## config.mk

```make
export PLATFORM = sky130hd
export DESIGN_NAME = nmr_bstrm_multi_dpath
export DESIGN_NICKNAME = d
export VERILOG_FILES = /design/src/rtl/nmr_bstrm_multi_dpath.sv
export SDC_FILE = /design/constraint.sdc
export NUM_CORES = 1
export LEC_CHECK = 0
export CORE_MARGIN = 4
export CORE_UTILIZATION = 40
export CTS_CLUSTER_DIAMETER = 100
export DETAILED_ROUTE_END_ITERATION = 8
export GPL_TIMING_DRIVEN = 1
export PLACE_DENSITY = 0.68
export SLEW_MARGIN = 20
export SYNTH_ARGS = -nofsm -noshare
export SYNTH_HDL_FRONTEND = slang
export SYNTH_SLANG_ARGS = --single-unit
```

## constraint.sdc

```tcl
create_clock -name CLK -period 6 [get_ports CLK]
set_clock_uncertainty 0.05 [all_clocks]
set_input_delay 1.2 -clock CLK [delete_from_list [all_inputs] [get_ports CLK]]
set_output_delay 1.2 -clock CLK [all_outputs]
set_load 0.005 [all_outputs]
```

## src/rtl/nmr_bstrm_multi_dpath.sv

```systemverilog
`default_nettype none
// ============================================================================
// Module      : nmr_bstrm_multi_dpath
// Description : Multi-channel NMR bitstream datapath fed by a first-word-
//               fall-through instruction FIFO. Plays pattern words (MSB
//               first, with repeat count) and constant runs on NCH masked
//               channels, back-to-back with no gap cycles.
// Revision    : 1.0 - initial release
// ============================================================================
module nmr_bstrm_multi_dpath #(
    parameter int DATA_WIDTH = 20,
    parameter int NCH        = 4,
    parameter int REP_WIDTH  = 8,
    parameter int FIFO_DEPTH = 8
) (
    input  logic                          CLK,
    input  logic                          RST,
    input  logic                          START,
    input  logic                          ABORT,
    input  logic                          wr_en,
    input  logic [1:0]                    wr_mode,
    input  logic [DATA_WIDTH-1:0]         wr_data,
    input  logic [REP_WIDTH-1:0]          wr_rep,
    input  logic [NCH-1:0]                wr_chmask,
    output logic                          full,
    output logic [$clog2(FIFO_DEPTH):0]   fifo_count,
    output logic [NCH-1:0]                OUT,
    output logic                          BUSY,
    output logic                          DONE,
    output logic                          underrun,
    output logic                          overflow
);

    localparam int c_AW = $clog2(FIFO_DEPTH);
    localparam int c_WW = 2 + DATA_WIDTH + REP_WIDTH + NCH;

    localparam logic [1:0] c_MODE_PAT  = 2'b00;
    localparam logic [1:0] c_MODE_ZERO = 2'b01;
    localparam logic [1:0] c_MODE_ONE  = 2'b10;
    localparam logic [1:0] c_MODE_END  = 2'b11;

    localparam logic [c_AW:0]         c_DEPTH    = (c_AW + 1)'(FIFO_DEPTH);
    localparam logic [DATA_WIDTH-1:0] c_PAT_LAST = DATA_WIDTH'(DATA_WIDTH - 1);

    typedef enum logic [1:0] {
        S_IDLE  = 2'd0,
        S_RUN   = 2'd1,
        S_STALL = 2'd2
    } state_t;

    // ------------------------------------------------------------------
    // Instruction FIFO storage and pointers (one extra wrap bit each)
    // ------------------------------------------------------------------
    logic [c_WW-1:0] r_mem [FIFO_DEPTH];
    logic [c_AW:0]   r_wptr;
    logic [c_AW:0]   r_rptr;

    logic [c_AW:0]           w_count;
    logic                    w_full;
    logic                    w_empty;
    logic                    w_wr_ok;
    logic                    w_ovf_set;
    logic                    w_pop;
    logic [c_WW-1:0]         w_head;
    logic [1:0]              w_head_mode;
    logic [DATA_WIDTH-1:0]   w_head_data;
    logic [REP_WIDTH-1:0]    w_head_rep;
    logic [NCH-1:0]          w_head_mask;
    logic [DATA_WIDTH-1:0]   w_load_len;

    // Currently playing instruction
    state_t                  r_state;
    logic [1:0]              r_mode;
    logic [DATA_WIDTH-1:0]   r_data;
    logic [DATA_WIDTH-1:0]   r_shift;
    logic [DATA_WIDTH-1:0]   r_len;
    logic [REP_WIDTH-1:0]    r_rep;
    logic [NCH-1:0]          r_mask;

    logic                    w_last;
    logic                    w_bit;
    logic [NCH-1:0]          w_out_val;

    assign w_count    = r_wptr - r_rptr;
    assign w_full     = (w_count == c_DEPTH);
    assign w_empty    = (w_count == '0);
    assign full       = w_full;
    assign fifo_count = w_count;

    // A write is judged against the registered full flag; ABORT drops it.
    assign w_wr_ok   = wr_en && !w_full && !ABORT;
    assign w_ovf_set = wr_en &&  w_full && !ABORT;

    assign w_head      = r_mem[r_rptr[c_AW-1:0]];
    assign w_head_mode = w_head[c_WW-1 -: 2];
    assign w_head_data = w_head[c_WW-3 -: DATA_WIDTH];
    assign w_head_rep  = w_head[NCH +: REP_WIDTH];
    assign w_head_mask = w_head[NCH-1:0];

    // Counter holds cycles-remaining minus one; zero-length runs play once.
    assign w_load_len = (w_head_mode == c_MODE_PAT) ? c_PAT_LAST :
                        (w_head_data == '0)         ? '0 :
                                                      (w_head_data - 1'b1);

    assign w_last = (r_len == '0) && ((r_mode != c_MODE_PAT) || (r_rep == '0));

    assign w_pop = !ABORT && !w_empty &&
                   (((r_state == S_IDLE) && START) ||
                    (r_state == S_STALL) ||
                    ((r_state == S_RUN) && (r_mode != c_MODE_END) && w_last));

    assign w_bit = (r_mode == c_MODE_PAT) ? r_shift[DATA_WIDTH-1] :
                   (r_mode == c_MODE_ONE);
    assign w_out_val = {NCH{w_bit}} & r_mask;

    // FIFO storage write; contents need no reset since pointers qualify them
    always_ff @(posedge CLK) begin
        if (w_wr_ok) begin
            r_mem[r_wptr[c_AW-1:0]] <= {wr_mode, wr_data, wr_rep, wr_chmask};
        end
    end

    // FIFO pointer update; ABORT flushes by clearing both pointers
    always_ff @(posedge CLK or posedge RST) begin
        if (RST) begin
            r_wptr <= '0;
            r_rptr <= '0;
        end else if (ABORT) begin
            r_wptr <= '0;
            r_rptr <= '0;
        end else begin
            if (w_wr_ok) r_wptr <= r_wptr + 1'b1;
            if (w_pop)   r_rptr <= r_rptr + 1'b1;
        end
    end

    // Playback sequencer: state, instruction counters and registered outputs
    always_ff @(posedge CLK or posedge RST) begin
        if (RST) begin
            r_state  <= S_IDLE;
            r_mode   <= c_MODE_ZERO;
            r_data   <= '0;
            r_shift  <= '0;
            r_len    <= '0;
            r_rep    <= '0;
            r_mask   <= '0;
            OUT      <= '0;
            BUSY     <= 1'b0;
            DONE     <= 1'b0;
            underrun <= 1'b0;
            overflow <= 1'b0;
        end else begin
            DONE <= 1'b0;
            if (w_ovf_set) overflow <= 1'b1;

            // Loading at the pop edge makes the first bit appear one edge later.
            if (w_pop) begin
                r_mode  <= w_head_mode;
                r_data  <= w_head_data;
                r_shift <= w_head_data;
                r_rep   <= w_head_rep;
                r_mask  <= w_head_mask;
                r_len   <= w_load_len;
            end

            if (ABORT) begin
                r_state <= S_IDLE;
                OUT     <= '0;
                BUSY    <= 1'b0;
            end else begin
                case (r_state)
                    S_IDLE: begin
                        OUT  <= '0;
                        BUSY <= 1'b0;
                        if (START && !w_empty) begin
                            r_state  <= S_RUN;
                            underrun <= 1'b0;
                            overflow <= w_ovf_set;
                        end
                    end
                    S_RUN: begin
                        if (r_mode == c_MODE_END) begin
                            OUT     <= '0;
                            BUSY    <= 1'b0;
                            DONE    <= 1'b1;
                            r_state <= S_IDLE;
                        end else begin
                            OUT  <= w_out_val;
                            BUSY <= 1'b1;
                            if (r_len != '0) begin
                                r_len   <= r_len - 1'b1;
                                r_shift <= {r_shift[DATA_WIDTH-2:0], 1'b0};
                            end else if ((r_mode == c_MODE_PAT) && (r_rep != '0)) begin
                                r_rep   <= r_rep - 1'b1;
                                r_len   <= c_PAT_LAST;
                                r_shift <= r_data;
                            end else if (w_empty) begin
                                r_state  <= S_STALL;
                                underrun <= 1'b1;
                            end
                        end
                    end
                    S_STALL: begin
                        OUT  <= '0;
                        BUSY <= 1'b1;
                        if (!w_empty) r_state <= S_RUN;
                    end
                    default: begin
                        r_state <= S_IDLE;
                        OUT     <= '0;
                        BUSY    <= 1'b0;
                    end
                endcase
            end
        end
    end

endmodule
`default_nettype wire

```

==> flow_summary_export.csv, run 1 <==
group,metric,value,unit
outcome,status,"complete, no violations",
logic_synthesis,synth_edf_count,272,
global_route,track_usage,16.5,%
routing,vias,8819,
clock_network,cts_tree,"yes",
routing,top_layer,"met5",
timing,rsz0062_at_grt,"false",
logic_synthesis,ys_types,62,
global_route,grt_pass1_vias,8856,
worst_setup_path,required,4.75,ns
worst_setup_path,critical_path_class,"reg -> out",
clock_network,postCtsHoldBufs,0,
logic_synthesis,yosysTopAreaCell,"edfxtp_1",
floorplanning,io_pins,52,
logic_synthesis,synth_nets,1028,
timing,slew_headroom,28.2,%
worst_setup_path,rr_worst_depth,8,
logic_synthesis,ys_seq_area_share,68.7,%
routing,viasPerCell,5.58,
timing,finalCritPeriodShare,81.1,%
routing,routed_wl,33600,um
timing,setup_tns,0,ns
logic_synthesis,yosysMostFrequentCell,"edfxtp_1",
power_and_ir_drop,p_leak,6.11,nW
power_and_ir_drop,power_density,425,nW/um2
logic_synthesis,syn_avg_cell_area,15.6,um2
worst_setup_path,cp-start-kind,"flip-flop",
logic_synthesis,synth_ff_type,"edfxtp_1",
floorplanning,rows,71,
logic_synthesis,synth_area,15200,um2
clock_network,clock_path_buffers,3,
clock_network,ctsResizeCount,0,
routing,drt_iter0_drc,825,
global_route,grt_pass1_wl,53100,um
global_route,grt_max_degree,63,
routing,drc,0,
worst_setup_path,r2r_start,"r_rptr[0]$_DFFE_PP0P_",
worst_setup_path,critical_path.startpoint,"r_rptr[0]$_DFFE_PP0P_",
clock_network,cts_buffers,38,
job,maxCapViolCount,0,
clock_network,ctsRootBufferMaster,"clkbuf_16",
place,port_buffers,51,
floorplanning,die_h,203,um
timing,finalMaxSlewViolations,0,
clock_network,post-cts-setup-buffers,0,
logic_synthesis,yosys-top-cells-area,"edfxtp_1 (54%), dfrtp_1 (15%), mux4_2 (9.8%)",
worst_setup_path,max_stage_delay,1.05,ns
timing,hold_viol_final,0,
power_and_ir_drop,peakVddDrop,0.185,mV
logic_synthesis,synthCells,975,
worst_setup_path,path_buf_inv,2,
hold_path,hold_class,"reg -> reg",
worst_setup_path,cp.arrival,3.62,ns
logic_synthesis,yosys_register_bits,364,
worst_setup_path,critPathMaxFanout,45,
logic_synthesis,yosysWarningCount,0,
routing,routedWlPerCell,21.2,um
floorplanning,dieArea,41300,um2
clock_network,clock_latency,0.52,ns
floorplanning,die_x,203,um
final_layout,antenna_cells,0,
clock_network,path_clk_slew,0.06,ns
place,place_inst,1513,
routing,firstDrtPassIters,5,
place,dp_slack,1.36,ns
routing,wl_met1,14800,um
timing,setup_violations,0,
routing,wl_met2,16100,um
clock_network,numClockSinks,364,
worst_setup_path,crit_family,"flip-flops",
final_layout,stdcell_count,1581,
timing,period_minus_slack,4.87,ns
final_layout,drive_gt1_share,15.9,%
worst_setup_path,end_kind,"output port",
floorplanning,start_util,40.5,%
global_route,grt_overflow,0,
final_layout,area_growth,15.3,%
logic_synthesis,synth-async-reset-ratio,25.3,%
global_route,antenna_found_initial,2,
worst_setup_path,critPathCapture,"full",
timing,fmax,205,MHz
final_layout,fin_nets,1095,
worst_setup_path,crit_chain,"ha_1 -> fa_1 -> xor2_1 -> and3_1 -> or3b_2 -> inv_1 -> clkdlybuf4s50_1",
timing,worst_pin_slew,1.07,ns
clock_network,htree_levels,2,
logic_synthesis,netlist_top_cells_count,"edfxtp_1 (272), dfrtp_1 (91), nor2_1 (83)",
worst_setup_path,cp.depth,7,
floorplanning,core-area,37700,um2
place,gp_congestion,0.840,
place,dp_hpwl,20400,um
routing,final_antenna_net_count,0,
worst_setup_path,timing.rr.end,"r_mem[6][5]$_DFFE_PP_",
timing,setup_slack,1.13,ns
worst_setup_path,reg2reg_slack,1.63,ns
routing,route.met3.wl,2060,um
logic_synthesis,yosysTopAreaCellShare,53.6,%
worst_setup_path,cp_slowest_cell,"dfrtp_4",
-- layer usage --
metal / GRT usage, % / up-vias
li1: - / 3944
met1: 24.0 / 4548
met2: 26.1 / 277
met3: 2.88 / 46
met4: 4.00 / 4
met5: 0 / -
-- registers in the layout (all words and copies together), names as in the netlist --
signal / cells
r_len: 20
DONE: 1
overflow: 1
r_data: 20
r_rptr: 4
r_shift: 20
r_wptr: 4
r_rep: 8
BUSY: 1
r_mode: 2
OUT: 4
underrun: 1
r_state: 2
r_mem: 272
r_mask: 4
-- stage by stage --
stage	power, W	utilization [%]	instance area [um2]	hold WS (ns)
6_report	0.00747	46.7	17600	0.427
5_1_grt	0.00789	46.7	17600	0.446
4_1_cts	0.00753	46.7	17600	0.430
3_5_place_dp	0.00530	43.5	16400	0.416
3_3_place_gp	0.00525	43.5	16400	0.407
2_1_floorplan	0.00469	-	15200	0.398
-- cell families (layout without fill, tap and decap cells) --
family | after synthesis | in the layout | share of synthesized area [%]
flops | 364 | 364 | 68.7
fa+ha+maj | 14 | 14 | 1.20
mux | 95 | 95 | 11.8
buf+inv | 62 | 157 | 1.97
compound gates | 177 | 177 | 7.45
xor+xnor | 24 | 24 | 1.38
simple gates | 239 | 239 | 7.55
-- how the worst min path moves through the flow --
| stage | cells past startpoint | slack, ns | from | to |
|---|---|---|---|---|
| global route | 1 | 0.45 | r_data[13]$_DFFE_PP0P_ | r_data[13]$_DFFE_PP0P_ |
| floorplan | 2 | 0.40 | r_data[8]$_DFFE_PP0P_ | r_data[8]$_DFFE_PP0P_ |
| CTS | 1 | 0.43 | r_data[14]$_DFFE_PP0P_ | r_data[14]$_DFFE_PP0P_ |
| global placement | 2 | 0.41 | r_data[0]$_DFFE_PP0P_ | r_shift[0]$_DFF_PP0_ |
| finish | 1 | 0.43 | r_data[5]$_DFFE_PP0P_ | r_data[5]$_DFFE_PP0P_ |
| detailed placement | 1 | 0.42 | r_data[13]$_DFFE_PP0P_ | r_data[13]$_DFFE_PP0P_ |
-- worst reg2reg max path, stage by stage (launching register included) --
cell and delay (ns):
dfrtp_4 1.05, ha_1 0.33, fa_1 0.45, and3_1 0.17
or3b_2 0.21, inv_1 0.07, or3_1 0.54, nor2_4 0.88
buf_4 0.32
-- layout by cell type (no fill, tap or decap), drive strengths merged, types with 8 or more instances in the layout --
master and count:
mux4 66, nand2b 8, dfrtp 91, ha 13, o221ai 11, edfxtp 272, mux2i 29, nor4 8
nand4 10, xor2 13, clkdlybuf4s50 51, xnor2 11, nand2 55, a21o 17, inv 17, and2 12
nor2 83, buf 22, a22oi 16, nor3 15, clkinv 18, o211ai 8, a21oi 37, a211oi 8
clkbuf 46, nand3 21, o21ai 51
-- cell type report --
cell class | instances | area, um2
flip-flops and latches | 364 | 10500
inverters | 16 | 62.6
clock inverters | 22 | 174
clock buffers | 46 | 1000
fillers | 3237 | 20100
multi-input cells | 549 | 4550
repair buffers | 73 | 676
well taps | 511 | 639
-- power breakdown --
part | internal [W] | leakage [nW] | switching [W]
Clock | 0.00128 | 0.583 | 0.000932
Sequential | 0.00307 | 3.61 | 0.000264
Combinational | 0.000819 | 1.92 | 0.00110
Total | 0.00518 | 6.11 | 0.00230
(Power assumes the default switching activity.)
==> run 2, diff against run 1 <==
--- a/config.mk
+++ b/config.mk
@@ -10,7 +10,7 @@
 export CTS_CLUSTER_DIAMETER = 100
 export DETAILED_ROUTE_END_ITERATION = 8
 export GPL_TIMING_DRIVEN = 1
-export PLACE_DENSITY = 0.68
+export PLACE_DENSITY = 0.7
 export SLEW_MARGIN = 20
 export SYNTH_ARGS = -nofsm -noshare
 export SYNTH_HDL_FRONTEND = slang
==> constraint.sdc (replaced) <==
create_clock -name CLK -period 4.27 [get_ports CLK]
set_clock_uncertainty 0.05 [all_clocks]
set_input_delay 0.854 -clock CLK [delete_from_list [all_inputs] [get_ports CLK]]
set_output_delay 0.854 -clock CLK [all_outputs]
set_load 0.005 [all_outputs]
==> run 2 against run 1 <==
Net effect: clock-buffer cell count is 10 higher; setup slack worse by 0.99 ns; hold slack better by 0.0020 ns; largest power group unchanged; critical endpoint unchanged; clock power rose by 36%; via count shrank 0.56%; sequential power up 39%; sequential share of layout area is 0.59 points lower; final area is 1.0% higher; die area did not move; largest cell class unchanged; non-clock buffer count grew 14.
==> flow_summary_export.csv, run 2 (same netlist as run 1, synthesis figures left out) <==
group,metric,value,unit
final_layout,regArea,10500,um2
worst_setup_path,cp_slowest_cell,"clkdlybuf4s50_1",
floorplanning,core-area,37700,um2
clock_network,clock_latency,0.52,ns
timing,hold_viol_final,0,
global_route,grt_pass1_vias,8895,
global_route,grt_pass1_wl,51000,um
floorplanning,start_util,40.5,%
worst_setup_path,end_kind,"output port",
timing,slew_headroom,30.1,%
worst_setup_path,critical_path_class,"reg -> out",
routing,final_antenna_net_count,0,
final_layout,multi_input_area,4550,um2
clock_network,htree_levels,2,
timing,rsz0062_at_grt,"false",
timing,period_minus_slack,4.13,ns
timing,holdWs,0.429,ns
job,maxCapViolCount,0,
global_route,track_usage,15.6,%
worst_setup_path,cp.arrival,3.22,ns
final_layout,drive_gt1_share,16.3,%
clock_network,postCtsHoldBufs,0,
worst_setup_path,cp-start-kind,"flip-flop",
clock_network,ctsResizeCount,0,
power_and_ir_drop,power_density,592,nW/um2
clock_network,clock_path_buffers,3,
timing,finalMaxSlewViolations,0,
power_and_ir_drop,p_leak,6.17,nW
place,dp_hpwl,19700,um
place,port_buffers,51,
clock_network,numClockSinks,364,
floorplanning,io_pins,52,
global_route,antenna_found_initial,4,
final_layout,antenna_cells,0,
global_route,grt_overflow,0,
routing,drt_iter0_drc,750,
final_layout,layout_common_cells,"edfxtp_1 (272), dfrtp_1 (88), nor2_1 (76), mux4_2 (66), nand2_1 (55)",
clock_network,cts_buffers,37,
floorplanning,rows,71,
floorplanning,die_h,203,um
worst_setup_path,crit_chain,"inv_1 -> ha_1 -> fa_1 -> xor2_1 -> and3_1 -> or3b_2 -> inv_1 -> clkdlybuf4s50_1",
routing,drc,0,
timing,fmax,242,MHz
timing,setup_slack,0.143,ns
routing,viasPerCell,5.50,
routing,routed_wl,32200,um
place,gp_congestion,0.805,
final_layout,fin_area,17800,um2
hold_path,hold_class,"reg -> reg",
clock_network,post-cts-setup-buffers,0,
worst_setup_path,required,3.37,ns
clock_network,cts_tree,"yes",
worst_setup_path,max_stage_delay,0.53,ns
clock_network,path_clk_slew,0.06,ns
outcome,status,"complete, no violations",
final_layout,fin_nets,1108,
final_layout,area_growth,16.5,%
worst_setup_path,cp_common_cell,"inv_1",
timing,finalCritPeriodShare,96.6,%
place,dp_slack,0.653,ns
timing,setup_violations,0,
final_layout,fillCellCount,3192,
final_layout,largest_reg_flops,272,
power_and_ir_drop,total_power,0.0105,W
global_route,grt_max_degree,57,
routing,routedWlPerCell,20.2,um
worst_setup_path,critPathMaxFanout,5,
floorplanning,die_x,203,um
routing,firstDrtPassIters,5,
clock_network,ctsRootBufferMaster,"clkbuf_16",
place,placed_area,16600,um2
routing,vias,8770,
final_layout,final_common_cell,"edfxtp_1",
timing,worst_pin_slew,1.05,ns
power_and_ir_drop,peakVddDrop,0.254,mV
final_layout,final_util,47.1,%
floorplanning,dieArea,41300,um2
[run 2: cell count changes in the layout (fill, tap and decap cells not counted), moves of 2 or more]
cell      before  now
buf_4         22   27
clkbuf_1       7   17
buf_12         0    9
clkinv_4       2    0
clkinv_2      10    8
clkinv_1       6    3
[run 2: stage by stage]
| step | setup TNS (ns) | instances |
|---|---|---|
| detailed placement | 0 | 1527 |
| CTS | 0 | 1595 |
| global route | 0 | 1595 |
| global placement | 0 | 1527 |
| finish | 0 | 1595 |
| floorplan | -44.69 | 975 |
[run 2: path summary, 6_finish.rpt]
kind                                         from                      to  slack, ns  depth (start not counted)
max                         r_wptr[0]$_DFFE_PP0P_                    full       0.14                          8
min                        r_data[10]$_DFFE_PP0P_  r_data[10]$_DFFE_PP0P_       0.43                          1
max reg2reg                 r_rptr[0]$_DFFE_PP0P_      r_len[7]$_DFF_PP0_       0.63                          9
min reg2reg                r_data[10]$_DFFE_PP0P_  r_data[10]$_DFFE_PP0P_       0.43                          1
max in group asynchronous                     RST    r_shift[4]$_DFF_PP0_       2.70                          3
min in group asynchronous                     RST        OUT[3]$_DFF_PP0_       0.71                          2
[run 2: final cells by class]
| cell class | count | share of cell area [%] |
|---|---|---|
| inverters | 16 | 0.345 |
| clock inverters | 12 | 0.521 |
| flip-flops and latches | 364 | 59.0 |
| repair buffers | 87 | 5.03 |
| well taps | 511 | 3.60 |
| multi-input cells | 549 | 25.6 |
| clock buffers | 56 | 5.86 |
[run 2: critical path, delay by kind of cell (launching register included)]
| kind | cells | cell delay [ns] |
|---|---|---|
| xor gates and xnor gates | 1 | 0.23 |
| adders and majority gates | 2 | 0.62 |
| buffers and inverters | 3 | 0.74 |
| DFF | 1 | 0.42 |
| and+or+nand+nor | 2 | 0.67 |
[run 2: power by group]
group / internal [W] / total (W) / switching (W) / leakage, nW
clock network: 0.00175 / 0.00303 / 0.00127 / 0.556
registers: 0.00432 / 0.00463 / 0.000307 / 3.61
logic: 0.00124 / 0.00285 / 0.00161 / 2.01
total: 0.00732 / 0.0105 / 0.00319 / 6.17
[run 2: per-layer routing]
layer  routed length (um)  vias up  share of wire [%]  global-route usage, %
met5                   47        -               0.15                      0
met4                  523        6                1.6                   4.02
met3                 2100       43                6.5                   3.31
met2                15200      281                 47                   25.1
met1                14300     4477                 44                   21.9
li1                     -     3963                  -                      -
==> run 3, diff against run 2 <==
--- a/config.mk
+++ b/config.mk
@@ -9,7 +9,7 @@
 export CORE_UTILIZATION = 40
 export CTS_CLUSTER_DIAMETER = 100
 export DETAILED_ROUTE_END_ITERATION = 8
-export GPL_TIMING_DRIVEN = 1
+export GPL_TIMING_DRIVEN = 0
 export PLACE_DENSITY = 0.7
 export SLEW_MARGIN = 20
 export SYNTH_ARGS = -nofsm -noshare
==> run 3 against run 2 <==
Net effect: first-iteration DRC count up 10%; register-to-register slack got worse by 0.33 ns; total power is 1.3% higher; critical endpoint unchanged; highest routed layer unchanged.
==> flow_summary_export.csv, run 3 (same netlist as run 1, synthesis figures left out) <==
group,metric,value,unit
outcome,status,"complete, no violations",
worst_setup_path,timing.rr.end,"r_len[14]$_DFF_PP0_",
hold_path,hold_start,"r_data[4]$_DFFE_PP0P_",
final_layout,drive_gt1_share,15.7,%
worst_setup_path,path_buf_inv,5,
clock_network,clock_path_buffers,3,
worst_setup_path,r2r_start,"r_rptr[2]$_DFFE_PP0P_",
clock_network,htree_levels,2,
routing,firstDrtPassIters,5,
place,placed_area,16800,um2
timing,holdWs,0.427,ns
routing,vias,8947,
worst_setup_path,reg2reg_slack,0.30,ns
clock_network,clock_latency,0.53,ns
worst_setup_path,end_kind,"output port",
floorplanning,die_x,203,um
place,gp_congestion,0.828,
global_route,antenna_found_initial,3,
clock_network,cts_tree,"yes",
floorplanning,dieArea,41300,um2
job,maxCapViolCount,0,
global_route,grt_pass1_vias,8967,
timing,setup_violations,0,
clock_network,numClockSinks,364,
final_layout,final_common_cell,"edfxtp_1",
final_layout,largest_reg_flops,272,
final_layout,fin_area,18000,um2
routing,viasPerCell,5.53,
worst_setup_path,crit_chain,"buf_12 -> inv_6 -> clkbuf_8 -> ha_1 -> xor2_2 -> and3_1 -> or3b_2 -> inv_1 -> clkdlybuf4s50_1",
place,dp_hpwl,23000,um
timing,worst_pin_slew,0.851,ns
place,dp_slack,-0.530,ns
routing,drc,0,
worst_setup_path,critPathMaxFanout,10,
worst_setup_path,rr_worst_depth,10,
clock_network,path_clk_slew,0.06,ns
timing,fmax,241,MHz
hold_path,holdPathEnd,"r_data[4]$_DFFE_PP0P_",
floorplanning,start_util,40.5,%
floorplanning,core-area,37700,um2
final_layout,layout_common_cells,"edfxtp_1 (272), dfrtp_1 (90), nor2_1 (77), mux4_2 (66), nand2_1 (55)",
timing,finalCritPeriodShare,97.2,%
final_layout,fin_nets,1133,
global_route,track_usage,16.5,%
timing,period_minus_slack,4.15,ns
worst_setup_path,cp-start-kind,"flip-flop",
timing,hold_viol_final,0,
routing,routedWlPerCell,21.1,um
worst_setup_path,max_stage_delay,0.53,ns
place,port_buffers,51,
worst_setup_path,required,3.37,ns
floorplanning,io_pins,52,
hold_path,hold_depth,1,
clock_network,cts_buffers,36,
worst_setup_path,critical_path_class,"reg -> out",
global_route,grt_max_degree,65,
timing,finalMaxSlewViolations,0,
floorplanning,rows,71,
worst_setup_path,cp_slowest_cell,"clkdlybuf4s50_1",
floorplanning,die_h,203,um
routing,drt_iter0_drc,827,
clock_network,postCtsHoldBufs,0,
final_layout,area_growth,17.9,%
global_route,grt_overflow,0,
worst_setup_path,cp.arrival,3.24,ns
routing,final_antenna_net_count,0,
power_and_ir_drop,peakVddDrop,0.275,mV
worst_setup_path,crit_family,"buffers and inverters",
timing,rsz0062_at_grt,"false",
timing,slew_headroom,42.9,%
timing,setup_slack,0.122,ns
hold_path,hold_class,"reg -> reg",
power_and_ir_drop,p_leak,6.25,nW
clock_network,ctsRootBufferMaster,"clkbuf_16",
global_route,grt_pass1_wl,53300,um
routing,routed_wl,34100,um
power_and_ir_drop,power_density,592,nW/um2
-- run 3: area by class of cell --
cell class / count / area, um2
fill: 3151 / 19700
sequential: 364 / 10500
multi-input combinational: 549 / 4550
clock buffer: 45 / 956
timing repair buffer: 69 / 837
tap: 511 / 639
buffer: 44 / 260
clock inverter: 19 / 179
inverter: 16 / 75.1
antenna: 1 / 2.50
-- run 3: report_power, final --
part | switching [W] | internal [W]
Clock | 0.00131 | 0.00178
Combinational | 0.00171 | 0.00124
Sequential | 0.000302 | 0.00432
Total | 0.00331 | 0.00733
-- run 3: per-stage QoR --
step / util [%] / cells / setup TNS [ns] / power (W)
after global routing: 47.7 / 1617 / 0 / 0.0112
after CTS: 47.6 / 1614 / 0 / 0.0107
after global placement: 43.6 / 1537 / -790.49 / 0.00745
final: 47.7 / 1618 / 0 / 0.0106
after detailed placement: 44.5 / 1552 / -95.21 / 0.00759
after floorplan: - / 975 / -44.69 / 0.00658
-- run 3: layer usage --
metal	GRT usage, %	wire, um	vias up
li1	-	-	4022
met1	23.1	14700	4565
met2	26.3	16300	297
met3	3.04	2180	59
met4	5.28	834	4
met5	0	21	-
-- run 3: worst max path at each step --
stage / start / to / slack [ns] / depth (start not counted)
final: r_rptr[2]$_DFFE_PP0P_ / full / 0.12 / 9
after detailed placement: r_rptr[2]$_DFFE_PP0P_ / r_mem[3][26]$_DFFE_PP_ / -0.53 / 12
after CTS: r_rptr[2]$_DFFE_PP0P_ / full / 0.01 / 9
after global placement: r_rptr[2]$_DFFE_PP0P_ / r_mem[6][19]$_DFFE_PP_ / -2.76 / 11
after global routing: r_rptr[2]$_DFFE_PP0P_ / full / 0.04 / 9
after floorplan: r_rptr[2]$_DFFE_PP0P_ / r_mem[7][0]$_DFFE_PP_ / -0.20 / 11
-- run 3: repair_timing --
action,CTS,global route
resized for setup,10,5
endpoints found under the setup margin,349,1
buffers inserted,0,3
